File: config.mk
export PLATFORM = sky130hd
export DESIGN_NAME = dual_store_responder
export DESIGN_NICKNAME = d
export VERILOG_FILES = /design/src/rtl/dual_store_responder.sv
export SDC_FILE = /design/constraint.sdc
export NUM_CORES = 2
export LEC_CHECK = 0
export ABC_CLOCK_PERIOD_IN_PS = 5200
export BUFFER_PORTS_ARGS = -buffer_cell sky130_fd_sc_hd__buf_2
export CAP_MARGIN = 20
export CORE_AREA = 4 4 470 472
export DETAILED_ROUTE_END_ITERATION = 6
export DIE_AREA = 0 0 474 476
export PLACE_DENSITY = 0.67
export SLEW_MARGIN = 20
export SYNTH_ARGS = -nofsm -noshare
export SYNTH_HDL_FRONTEND = slang
export SYNTH_SLANG_ARGS = --single-unit
File: constraint.sdc
create_clock -name clk -period 5.2 [get_ports clk]
set_input_delay 0.78 -clock clk [delete_from_list [all_inputs] [get_ports clk]]
set_output_delay 0.78 -clock clk [all_outputs]
set_load 0.02 [all_outputs]
File: src/rtl/dual_store_responder.sv
// ---------------------------------------------------------------------------
// dual_store_responder
//
// Data-memory responder for the dual-issue (ODD/EVEN) pipeline.
//   * Accepts up to two stores per cycle (ODD first, then EVEN) into an
//     in-order store buffer of SB_DEPTH entries.
//   * Retires one store per cycle from the buffer head into a single-write
//     word RAM.
//   * Serves both load ports combinationally, forwarding the youngest
//     matching buffered store; the EVEN port additionally sees a same-cycle
//     ODD store to the same word.
//   * Raises stall when fewer than two free entries remain, so a full pair
//     can always be accepted without overflow.
//
// Ports
//   clk            system clock, all state on rising edge
//   reset          synchronous, active-high; discards pending stores
//   memwriteODD    ODD-slot store request (older instruction of the pair)
//   dataadrODD     ODD byte address (word index = adr[IDX_W+1:2])
//   writedataODD   ODD store data
//   memwriteEVEN   EVEN-slot store request (younger instruction)
//   dataadrEVEN    EVEN byte address
//   writedataEVEN  EVEN store data
//   readdataODD    load data for dataadrODD (combinational)
//   readdataEVEN   load data for dataadrEVEN (combinational)
//   stall          1 = stores presented this cycle are not accepted
//   sb_count       number of occupied buffer entries
//   sb_empty       buffer holds no entries
// ---------------------------------------------------------------------------
module dual_store_responder #(
    parameter int DEPTH_WORDS = 64,
    parameter int SB_DEPTH    = 4
) (
    input  logic                        clk,
    input  logic                        reset,
    input  logic                        memwriteODD,
    input  logic [31:0]                 dataadrODD,
    input  logic [31:0]                 writedataODD,
    input  logic                        memwriteEVEN,
    input  logic [31:0]                 dataadrEVEN,
    input  logic [31:0]                 writedataEVEN,
    output logic [31:0]                 readdataODD,
    output logic [31:0]                 readdataEVEN,
    output logic                        stall,
    output logic [$clog2(SB_DEPTH):0]   sb_count,
    output logic                        sb_empty
);

    localparam int IDX_W = $clog2(DEPTH_WORDS);
    localparam int PTR_W = $clog2(SB_DEPTH);
    localparam int CNT_W = PTR_W + 1;

    // ------------------------------------------------------------------
    // Address decode: only the word index matters; higher bits alias.
    // ------------------------------------------------------------------
    logic [IDX_W-1:0] idxOdd;
    logic [IDX_W-1:0] idxEven;
    logic             unusedAdrBits;

    assign idxOdd  = dataadrODD[IDX_W+1:2];
    assign idxEven = dataadrEVEN[IDX_W+1:2];
    assign unusedAdrBits = ^{dataadrODD[31:IDX_W+2], dataadrODD[1:0],
                             dataadrEVEN[31:IDX_W+2], dataadrEVEN[1:0]};

    // ------------------------------------------------------------------
    // Storage
    // ------------------------------------------------------------------
    logic [31:0]      ram    [DEPTH_WORDS];
    logic [IDX_W-1:0] sbIdx  [SB_DEPTH];
    logic [31:0]      sbData [SB_DEPTH];

    logic [PTR_W-1:0] headPtrReg;
    logic [PTR_W-1:0] headPtrNext;
    logic [PTR_W-1:0] tailPtrReg;
    logic [PTR_W-1:0] tailPtrNext;
    logic [CNT_W-1:0] countReg;
    logic [CNT_W-1:0] countNext;

    // ------------------------------------------------------------------
    // Push / pop control
    // ------------------------------------------------------------------
    logic             pushOdd;
    logic             pushEven;
    logic             doPop;
    logic [CNT_W-1:0] pushCount;
    logic [PTR_W-1:0] evenSlot;

    // Stalling at SB_DEPTH-1 leaves at least two free slots whenever a
    // pair is accepted, even if no pop happens that cycle.
    assign stall    = (countReg >= CNT_W'(SB_DEPTH - 1));
    assign pushOdd  = memwriteODD  && !stall;
    assign pushEven = memwriteEVEN && !stall;
    assign doPop    = (countReg != '0);

    assign pushCount = CNT_W'(pushOdd) + CNT_W'(pushEven);
    // EVEN lands right behind ODD when both push, otherwise at the tail.
    assign evenSlot  = tailPtrReg + PTR_W'(pushOdd);

    assign countNext   = countReg + pushCount - CNT_W'(doPop);
    assign headPtrNext = headPtrReg + PTR_W'(doPop);
    assign tailPtrNext = tailPtrReg + pushCount[PTR_W-1:0];

    always_ff @(posedge clk) begin
        if (reset) begin
            headPtrReg <= '0;
            tailPtrReg <= '0;
            countReg   <= '0;
        end else begin
            headPtrReg <= headPtrNext;
            tailPtrReg <= tailPtrNext;
            countReg   <= countNext;
        end
    end

    // Buffer payload needs no reset: occupancy alone decides validity.
    // The two push slots are always distinct and never the head entry,
    // because a push only happens with at least two free slots.
    always_ff @(posedge clk) begin
        if (pushOdd) begin
            sbIdx[tailPtrReg]  <= idxOdd;
            sbData[tailPtrReg] <= writedataODD;
        end
        if (pushEven) begin
            sbIdx[evenSlot]  <= idxEven;
            sbData[evenSlot] <= writedataEVEN;
        end
    end

    // Retire into RAM. A reset cycle discards the head instead of writing it.
    always_ff @(posedge clk) begin
        if (!reset && doPop) begin
            ram[sbIdx[headPtrReg]] <= sbData[headPtrReg];
        end
    end

    // ------------------------------------------------------------------
    // Per-slot validity and address match
    // ------------------------------------------------------------------
    logic [SB_DEPTH-1:0] entryValid;
    logic [SB_DEPTH-1:0] matchOdd;
    logic [SB_DEPTH-1:0] matchEven;

    generate
        for (genvar gi = 0; gi < SB_DEPTH; gi++) begin : g_slot
            logic [PTR_W-1:0] age;
            // Distance from head; the slot is live if it lies inside the
            // occupied window [head, head+count).
            assign age            = PTR_W'(gi) - headPtrReg;
            assign entryValid[gi] = (CNT_W'(age) < countReg);
            assign matchOdd[gi]   = entryValid[gi] && (sbIdx[gi] == idxOdd);
            assign matchEven[gi]  = entryValid[gi] && (sbIdx[gi] == idxEven);
        end
    endgenerate

    // ------------------------------------------------------------------
    // Youngest-match forwarding: scan oldest to youngest, last hit wins.
    // ------------------------------------------------------------------
    logic             fwdOddHit;
    logic [31:0]      fwdOddData;
    logic             fwdEvenHit;
    logic [31:0]      fwdEvenData;
    logic [PTR_W-1:0] scanSlot;

    always_comb begin
        fwdOddHit   = 1'b0;
        fwdOddData  = '0;
        fwdEvenHit  = 1'b0;
        fwdEvenData = '0;
        scanSlot    = headPtrReg;
        for (int k = 0; k < SB_DEPTH; k++) begin
            scanSlot = headPtrReg + PTR_W'(k);
            if (matchOdd[scanSlot]) begin
                fwdOddHit  = 1'b1;
                fwdOddData = sbData[scanSlot];
            end
            if (matchEven[scanSlot]) begin
                fwdEvenHit  = 1'b1;
                fwdEvenData = sbData[scanSlot];
            end
        end
    end

    // ------------------------------------------------------------------
    // Load ports
    // ------------------------------------------------------------------
    // The EVEN load is younger than the ODD store of the same pair, so it
    // must observe that store even when the pair is being held by stall.
    // The ODD load is older than the EVEN store and never sees it.
    always_comb begin
        if (memwriteODD && (idxOdd == idxEven)) begin
            readdataEVEN = writedataODD;
        end else if (fwdEvenHit) begin
            readdataEVEN = fwdEvenData;
        end else begin
            readdataEVEN = ram[idxEven];
        end
    end

    always_comb begin
        if (fwdOddHit) begin
            readdataODD = fwdOddData;
        end else begin
            readdataODD = ram[idxOdd];
        end
    end

    assign sb_count = countReg;
    assign sb_empty = (countReg == '0);

endmodule

==> results.toml <==
[timing]
hold_viol = 0
slew_headroom = 0.2691
slew_viol_final = 0
tightest_slew_ps = 1088
layout_min_cycle_time_ps = 5182
rsz0062_at_grt = "yes"
period_share = 0.9965
hold_ws_ps = 221.8
fin_skew_ps = 29.74
setup_violations = 0
clock.fmax_mhz = 193.0

[die]
std_cell_rows = 171
die_y_um = 476
core-area_mm2 = 0.2165
dieArea_mm2 = 0.2256
dieWidth_um = 474
start_util = 0.5073
ios = 201

[worst_setup_path]
r2r_cells = 5
cp_data_arrival_time_ps = 4400
path_cells = "inv_4 -> nor2_4 -> or2_4 -> ha_4 -> nor2b_1 -> a31oi_4 -> nand4_1 -> mux4_2 -> buf_4 -> buf_12 -> nor2b_2 -> a2111oi_1 -> a221oi_1 -> buf_2"
crit_slowest_cell = "mux4_2"
cp.depth = 14
critPathMaxStageDelay_ps = 640
required_ps = 4420
crit_path_start = "headPtrReg[1]$_SDFF_PP0_"
reg2reg_from = "headPtrReg[0]$_SDFF_PP0_"
worstSetupStartpointType = "flip-flop"
critical_path_buf_inv_count = 4
end_kind = "output port"
worstSetupPathType = "reg -> out"
crit_family = "simple AND/OR/NAND/NOR gates"
cp_max_fo = 37

[logic_synthesis]
synthTopCellsByCount = "edfxtp_1, mux2i_1, mux4_2, a221oi_1, clkbuf_1"
synth_edf_count = 2200
synth_most_common_cell = "edfxtp_1"
yosysTopAreaCell = "edfxtp_1"
netlist_area_mm2 = 0.1098
synth_seq_cells = 2207
yosys_warnings = 0
synth-main-ff-cell = "edfxtp_1"
ys_types = 75
yosys-top-cells-area = "edfxtp_1, mux4_2, mux2i_1, a221oi_1, mux2_2"
syn_nets = 6791
async_reset_ff_frac = 0
syn_inst = 6647
yosysTopAreaCellShare = 0.6015
synth_area_per_cell_um2 = 16.52
yosysSeqAreaShare = 0.6027

[grt]
antenna_found_initial = 28
grt_pass1_vias = 72260
grtUsageTotal = 0.3265
grt_max_degree = 98
grt_pass1_wl_um = 526500
grt_overflow_total = 0

[detailed_routing]
dr.pass1.iters = 6
ant_nets = 0
wl_per_cell_um = 37.43
num_vias = 73330
drc = 0
wl_um = 375700
via_per_inst = 7.307
drt_iter0_markers = 10290

[power_and_ir_drop]
p_per_area_mw_per_mm2 = 444.3
seq_power_share = 0.459
sw_frac_of_total = 0.3241
power_mw = 55.49
p_int_mw = 37.51
leakagePower_nw = 41.59
clkPwrFrac = 0.273
switchingPower_mw = 17.98
power_frac_comb = 0.269
ir_drop_mv = 0.3843

[layout]
fillers = 16210
fin_nets = 7132
drive_above_1_share = 0.2888
syn_to_final_growth_pct = 13.71

[run_status]
outcome = "finished clean"

[cts]
cts.root.buffer_cell = "clkbuf_16"
cts.htree.levels = 4
clk_pin_slew_ps = 60
cts_tree = "built"
clk_latency_ps = 880
postCtsHoldBufs = 0
cts_buffers = 221
clockBufferDepth = 3
cts.sinks = 2207

[run]
cap_violations = 0

[hold_path]
hold_class = "in -> reg"
hold_depth = 2
hp-start = "reset"

[place]
gp_congestion = 0.9068
hpwl_um = 230100
port-buffer-count = 148
==> path summary, 6_finish.rpt <==
check	to	slack, ps
worst max-delay path	readdataODD[4]	20
worst min-delay path	headPtrReg[0]$_SDFF_PP0_	220
worst max register to register	ram[52][22]$_DFFE_PP_	1340
worst min register to register	headPtrReg[1]$_SDFF_PP0_	670
==> per-layer routing <==
metal	share of wire	track usage
met1	0.36	0.4173
met3	0.13	0.09713
met2	0.46	0.5148
met5	0.00022	0
met4	0.052	0.1558
==> flip-flops by register name, indices dropped and copies added, names as in the netlist <==
register    flops
ram          2048
sbData        128
sbIdx          24
sb_count        3
tailPtrReg      2
headPtrReg      2
==> what timing repair did <==
| action | CTS | global route |
|---|---|---|
| pin swaps | 5 | 13 |
| resized for setup | 47 | 57 |
| cloned | 2 | 3 |
| setup buffers | 13 | 15 |
| endpoints found under the setup margin | 50 | 55 |
==> logic make-up (layout without fill, tap and decap cells) <==
logic type	Yosys count	after routing	synth area share
AOI/OAI and AO/OA	1342	1342	0.08886
muxes	1790	1790	0.2425
adders and majority gates	12	12	0.001435
and+or+nand+nor	640	644	0.03077
buffers and inverters	595	1107	0.02884
DFF	2207	2207	0.6027
other	0	19	0
xor gates and xnor gates	61	61	0.004864
==> area by class of cell <==
cell class,count,area (um2),area share
diodes,19,47.55,0.0003807
clock buffers,284,5809,0.04651
clock inverters,114,827.0,0.006622
inverters,23,103.9,0.0008315
multi-input cells,3849,41620,0.3332
flip-flops and latches,2207,66210,0.5301
well taps,2854,3571,0.02859
repair buffers,686,6706,0.05370
==> power groups by stage <==
stage          Clock [mW]  Sequential [mW]  Combinational, mW
2_1_floorplan           0             25.7               8.06
3_3_place_gp            0             25.7               13.7
3_5_place_dp            0             25.8               14.2
4_1_cts              15.2             25.4               14.4
5_1_grt              16.0             25.5               15.6
6_report             15.1             25.4               14.9
==> through the flow <==
step | setup slack [ps] | setup TNS, ps | instances | util | cell area [um2]
finish | 18.21 | 0 | 10040 | 0.5768 | 124900
global route | -119.8 | -391.2 | 10030 | 0.5767 | 124900
CTS | -53.25 | -53.25 | 10000 | 0.5745 | 124400
detailed placement | -65.89 | -65.89 | 9587 | 0.5422 | 117400
global placement | -105.4 | -148.4 | 9587 | 0.5421 | 117400
floorplan | 92.75 | 0 | 6647 | - | 109800
==> cells in the final DEF, fill, tap and decap left out, types with 41 or more instances in the layout <==
cell type,netlist,final
a21oi_1,250,243
a221o_1,124,124
clkinv_1,1,52
mux2i_1,916,916
o21ai_0,207,203
a221oi_1,310,310
edfxtp_1,2200,2200
nor2_1,149,79
o22ai_1,70,68
o31ai_1,103,100
nor2_4,0,71
buf_12,1,139
buf_4,86,397
nand2_1,113,109
a22oi_1,48,48
xor2_1,41,41
nor3_1,71,67
clkbuf_16,0,224
nand2b_1,84,82
clkbuf_1,256,61
buf_2,125,129
mux2_2,197,197
mux4_2,677,676
Note: power is estimated with default switching activity, not from simulation.
